==> src/rtl/read_arbiter.sv <==
// rtl/read_arbiter.sv - shared SRAM read-port arbiter (SP / WRR) with tagged return path
// One SRAM read issued per cycle; a port tag follows each read so the data returns to its owner.
module read_arbiter #(
  parameter int NUM_PORTS    = 16,
  parameter int DATA_WIDTH   = 256,
  parameter int ADDR_WIDTH   = 14,
  parameter int WEIGHT_WIDTH = 4,
  parameter int RD_LATENCY   = 2
) (
  input  logic                             clk,
  input  logic                             rst,
  input  logic                             sp0_wrr1,
  input  logic [NUM_PORTS-1:0]             req_p,
  input  logic [NUM_PORTS*ADDR_WIDTH-1:0]  addr_in_p,
  input  logic [NUM_PORTS*WEIGHT_WIDTH-1:0] weight_p,
  output logic [NUM_PORTS-1:0]             gnt,
  output logic                             sram_rd_en,
  output logic [ADDR_WIDTH-1:0]            sram_rd_addr,
  input  logic [DATA_WIDTH-1:0]            sram_rd_data,
  output logic [DATA_WIDTH-1:0]            data_out,
  output logic [NUM_PORTS-1:0]             data_valid
);

  localparam int IDX_W = (NUM_PORTS > 1) ? $clog2(NUM_PORTS) : 1;
  localparam int CNT_W = WEIGHT_WIDTH + 1;

  logic [IDX_W-1:0]        cur;
  logic [CNT_W-1:0]        cnt;
  logic                    sp_hit;
  logic [IDX_W-1:0]        sp_idx;
  logic [WEIGHT_WIDTH-1:0] cur_w;
  logic [CNT_W-1:0]        eff_w;
  logic                    stay;
  logic                    wrap_hit;
  logic [IDX_W-1:0]        wrap_idx;
  logic                    win_hit;
  logic [IDX_W-1:0]        win_idx;
  logic                    win_stay;
  logic [IDX_W-1:0]        issue_port;
  logic [RD_LATENCY:0]     tag_v;
  logic [IDX_W-1:0]        tag_p [RD_LATENCY+1];
  logic [NUM_PORTS-1:0]    ret_onehot;

  always_comb begin
    sp_hit = 1'b0;
    sp_idx = '0;
    for (int i = NUM_PORTS - 1; i >= 0; i--) begin
      if (req_p[i]) begin
        sp_hit = 1'b1;
        sp_idx = IDX_W'(i);
      end
    end

    cur_w = weight_p[cur*WEIGHT_WIDTH +: WEIGHT_WIDTH];
    eff_w = (cur_w == '0) ? CNT_W'(1) : CNT_W'(cur_w);
    stay  = req_p[cur] && (cnt < eff_w);

    // Descending scan so the nearest port after cur wins; k = NUM_PORTS revisits cur last.
    wrap_hit = 1'b0;
    wrap_idx = cur;
    for (int k = NUM_PORTS; k >= 1; k--) begin
      if (req_p[(int'(cur) + k) % NUM_PORTS]) begin
        wrap_hit = 1'b1;
        wrap_idx = IDX_W'((int'(cur) + k) % NUM_PORTS);
      end
    end

    if (sp0_wrr1) begin
      win_hit = stay | wrap_hit;
      win_idx = stay ? cur : wrap_idx;
    end else begin
      win_hit = sp_hit;
      win_idx = sp_idx;
    end
    win_stay = sp0_wrr1 & stay;
  end

  always_comb begin
    gnt        = '0;
    ret_onehot = '0;
    for (int i = 0; i < NUM_PORTS; i++) begin
      gnt[i]        = rst & win_hit & (win_idx == IDX_W'(i));
      ret_onehot[i] = (tag_p[RD_LATENCY] == IDX_W'(i));
    end
  end

  always_ff @(posedge clk or negedge rst) begin
    if (!rst) begin
      cur          <= '0;
      cnt          <= '0;
      sram_rd_en   <= 1'b0;
      sram_rd_addr <= '0;
      issue_port   <= '0;
      tag_v        <= '0;
      for (int s = 0; s <= RD_LATENCY; s++) tag_p[s] <= '0;
      data_out     <= '0;
      data_valid   <= '0;
    end else begin
      if (win_hit && sp0_wrr1) begin
        if (win_stay) begin
          cnt <= cnt + CNT_W'(1);
        end else begin
          cur <= win_idx;
          cnt <= CNT_W'(1);
        end
      end

      sram_rd_en <= win_hit;
      if (win_hit) begin
        sram_rd_addr <= addr_in_p[win_idx*ADDR_WIDTH +: ADDR_WIDTH];
        issue_port   <= win_idx;
      end

      // Tag stage 0 lines up with the SRAM sampling the strobe; the last stage meets the data.
      tag_v    <= {tag_v[RD_LATENCY-1:0], sram_rd_en};
      tag_p[0] <= issue_port;
      for (int s = 1; s <= RD_LATENCY; s++) tag_p[s] <= tag_p[s-1];

      if (tag_v[RD_LATENCY]) begin
        data_out   <= sram_rd_data;
        data_valid <= ret_onehot;
      end else begin
        data_valid <= '0;
      end
    end
  end

endmodule

==> config.mk <==
export PLATFORM = sky130hd
export DESIGN_NAME = read_arbiter
export DESIGN_NICKNAME = d
export VERILOG_FILES = /design/src/rtl/read_arbiter.sv
export SDC_FILE = /design/constraint.sdc
export NUM_CORES = 1
export LEC_CHECK = 0
export ABC_AREA = 1
export BUFFER_PORTS_ARGS = -buffer_cell sky130_fd_sc_hd__buf_2
export CORE_AREA = 4 4 330 332
export DETAILED_ROUTE_END_ITERATION = 8
export DIE_AREA = 0 0 334 336
export SLEW_MARGIN = 10
export SYNTH_ARGS = -nofsm -noshare
export SYNTH_HDL_FRONTEND = slang
export SYNTH_SLANG_ARGS = --single-unit
==> constraint.sdc <==
create_clock -name clk -period 5.47 [get_ports clk]
set_clock_uncertainty 0.2 [all_clocks]
set_input_delay 0.8205 -clock clk [delete_from_list [all_inputs] [get_ports clk]]
set_output_delay 0.8205 -clock clk [all_outputs]
set_load 0.01 [all_outputs]
==> reports/metrics.yaml <==
final_area_mm2: 0.0241
cts_buffers: 38
coreArea_mm2: 0.106
cts_tree: "built"
cp.arrival_ps: 4130
fmax_mhz: 194
gp_congestion: 0.921
dieWidth_um: 334
crit_top_cell: "nand2_1"
worst-setup-path-type: "reg2out"
final_max_slew_viol_count: 0
min_period_ps: 5150
nNetsFinal: 3349
power_frac_seq: 0.217
internal_power_mw: 6.37
cts_max_level: 2
required_ps: 4450
ys_ff_latch: 315
grt-ovfl-total: 0
max_slew.worst_pin.slew_ps: 889
synth_cell_types: 39
grt_pass1_wl_um: 126000
ir_worst_vdd_uv: 546
relSlewSlack: 0.407
detail-route-antenna-nets: 0
max_stage_delay_ps: 480
routed_via_density: 4.08
cts_buffer_depth: 3
ys_warn_count: 0
fillers: 11800
status: "finished, final reports clean"
die_h_um: 336
endpoint_kind: "output pin"
p_total_mw: 12.6
synth.most_common_cell: "nand2_1"
area_delta_synth_final_pct: 44.0
grt_pass1_vias: 16900
power.density_mw_per_mm2: 521
seq_area_frac_synth: 0.470
synth-edff-count: 0
syn_area_mm2: 0.0168
drcViolationCount: 0
clkLatencyLatePin_ps: 560
io_pins: 866
grt_start_max_net_pins: 142
synthTopCellsByArea: "dfrtp_1 47%, mux2_2 17%, nand2_1 16%"
dpl_cell_area_mm2: 0.0226
rsz0062_at_grt: "true"
synth.net_count: 2506
maxCapViolCount: 0
num_rows: 120
path_clk_slew_ps: 60
portBuffers: 865
num_vias: 17300
p_leak_nw: 12.6
setup_viol: 0
power_frac_comb: 0.565
post-dp-hpwl_um: 77700
avgSynthCellArea_um2: 8.67
cp_slowest_cell: "dfrtp_2"
switching_share: 0.494
hold_violations: 0
dr.pass1.iters: 6
yosys.area.top_type: "dfrtp_1"
switchingPower_mw: 6.21
finalCritPeriodShare: 0.941
hold_class: "reg2reg"
postSynthCellCount: 1932
cts_root_buf: "clkbuf_16"
dieArea_mm2: 0.112
async_reset_ff_frac: 1.00
grt_use_total: 0.156
hold_slack_ps: 145
synth_common_cells: "711 x nand2_1, 315 x dfrtp_1, 256 x mux2_2"
startpoint_type: "flop"
pwr-share-clk: 0.218
antenna_found_initial: 84
clkSinkCount: 315
path_max_fanout: 9
drive_above_1_share: 0.455
drt-wirelength-per-cell_um: 21.7
ys.flop_type: "dfrtp_1"
drtIter0Drc: 1051
synth_top_area_share: 0.470
initial_core_util: 0.158
wl_um: 92100
[routing by layer]
layer  routed length, µm  part of all wire  vias to the layer above  global-route usage
met3                6880             0.075                      218              0.0390
met2               44500              0.48                      882               0.279
met5                   0                 0                        -                   0
li1                    -                 -                     8054                   -
met1               36200              0.39                     8170               0.182
met4                4500             0.049                        0              0.0538
[cell families after synthesis]
kind of cell / Yosys count / synth area share
simple gates: 1043 / 0.251
flops: 315 / 0.470
mux: 257 / 0.173
buf+inv: 180 / 0.0532
compound gates: 120 / 0.0391
fa+ha+maj: 11 / 0.00821
xor+xnor: 6 / 0.00515
[cells in the final DEF, fill, tap and decap left out, types with 3 or more instances in the layout]
master,netlist,final
nand4_1,4,4
bufinv_16,0,5
nand2_1,711,706
clkbuf_1,44,3
clkinvlp_4,0,3
o22ai_1,14,14
nand3_1,171,170
nand2_4,2,5
buf_2,30,863
o21ai_0,42,42
nand2_2,8,10
buf_12,0,3
ha_1,11,11
clkbuf_16,0,38
inv_1,62,60
dfrtp_1,315,312
clkinv_2,0,7
nor4_1,5,4
a21oi_1,36,36
mux2_2,256,256
clkbuf_8,0,7
nor2_1,135,131
nor2_2,2,5
diode_2,0,36
buf_4,12,36
o21ai_1,19,19
xor2_1,3,3
inv_2,12,13
[stage by stage]
step                      setup TNS (ps)  std cells  worst slack [ps]  utilization
after floorplan                        0       1932              1010            -
after global placement                 0       4135               166        0.212
after detailed placement               0       4135               216        0.212
after CTS                              0       4205              33.4        0.225
after global routing               -5.97       4216             -3.49        0.226
final                                  0       4243               323        0.227
[state kept, by name (all words and copies together), names as in the netlist]
signal	flops
data_out	256
cur	4
sram_rd_addr	14
cnt	5
data_valid	16
issue_port	4
tag_v	3
sram_rd_en	1
tag_p	12
[worst max-delay path: cells and delay by family (launching register included)]
family / cells / cell delay, ps
simple gates: 23 / 1750
compound gates: 1 / 130
buf+inv: 4 / 560
flops: 1 / 480
fa+ha+maj: 1 / 310
xor+xnor: 1 / 340
[what timing repair did]
action | in CTS | in global routing
hold buffers | 1 | 0
endpoints found under the setup margin | 2 | 22
buffers inserted | 0 | 2
hold endpoints to repair | 47 | 0
gates resized for setup | 1 | 23
pin swaps | 0 | 4
[path summary, 6_finish.rpt]
kind                                   end  startpoint  depth (start not counted)  slack, ps
setup / recovery                   gnt[13]      cur[0]                         30        320
hold / removal                    tag_v[1]    tag_v[0]                          0        150
setup reg to reg           sram_rd_addr[1]      cur[0]                         29        440
hold reg to reg                   tag_v[1]    tag_v[0]                          0        150
max in group asynchronous         tag_v[2]         rst                          4       2430
min in group asynchronous   data_valid[13]         rst                          2        580
[power by group through the flow]
stage / Combinational (mW) / Clock [mW] / Sequential (mW)
2_1_floorplan: 4.62 / 0 / 2.82
3_3_place_gp: 7.10 / 0 / 2.76
3_5_place_dp: 7.06 / 0 / 2.77
4_1_cts: 7.08 / 2.85 / 2.73
5_1_grt: 7.97 / 2.93 / 2.76
6_report: 7.11 / 2.74 / 2.73
[layout make-up]
type | count | area, µm² | area share
diodes | 36 | 90.1 | 0.00373
clock buffers | 48 | 1060 | 0.0439
clock inverters | 21 | 298 | 0.0123
inverters | 77 | 298 | 0.0123
multi-input cells | 1437 | 8040 | 0.333
flip-flops and latches | 315 | 7890 | 0.327
well taps | 1403 | 1760 | 0.0728
repair buffers | 906 | 4700 | 0.195
(Power assumes the default switching activity.)
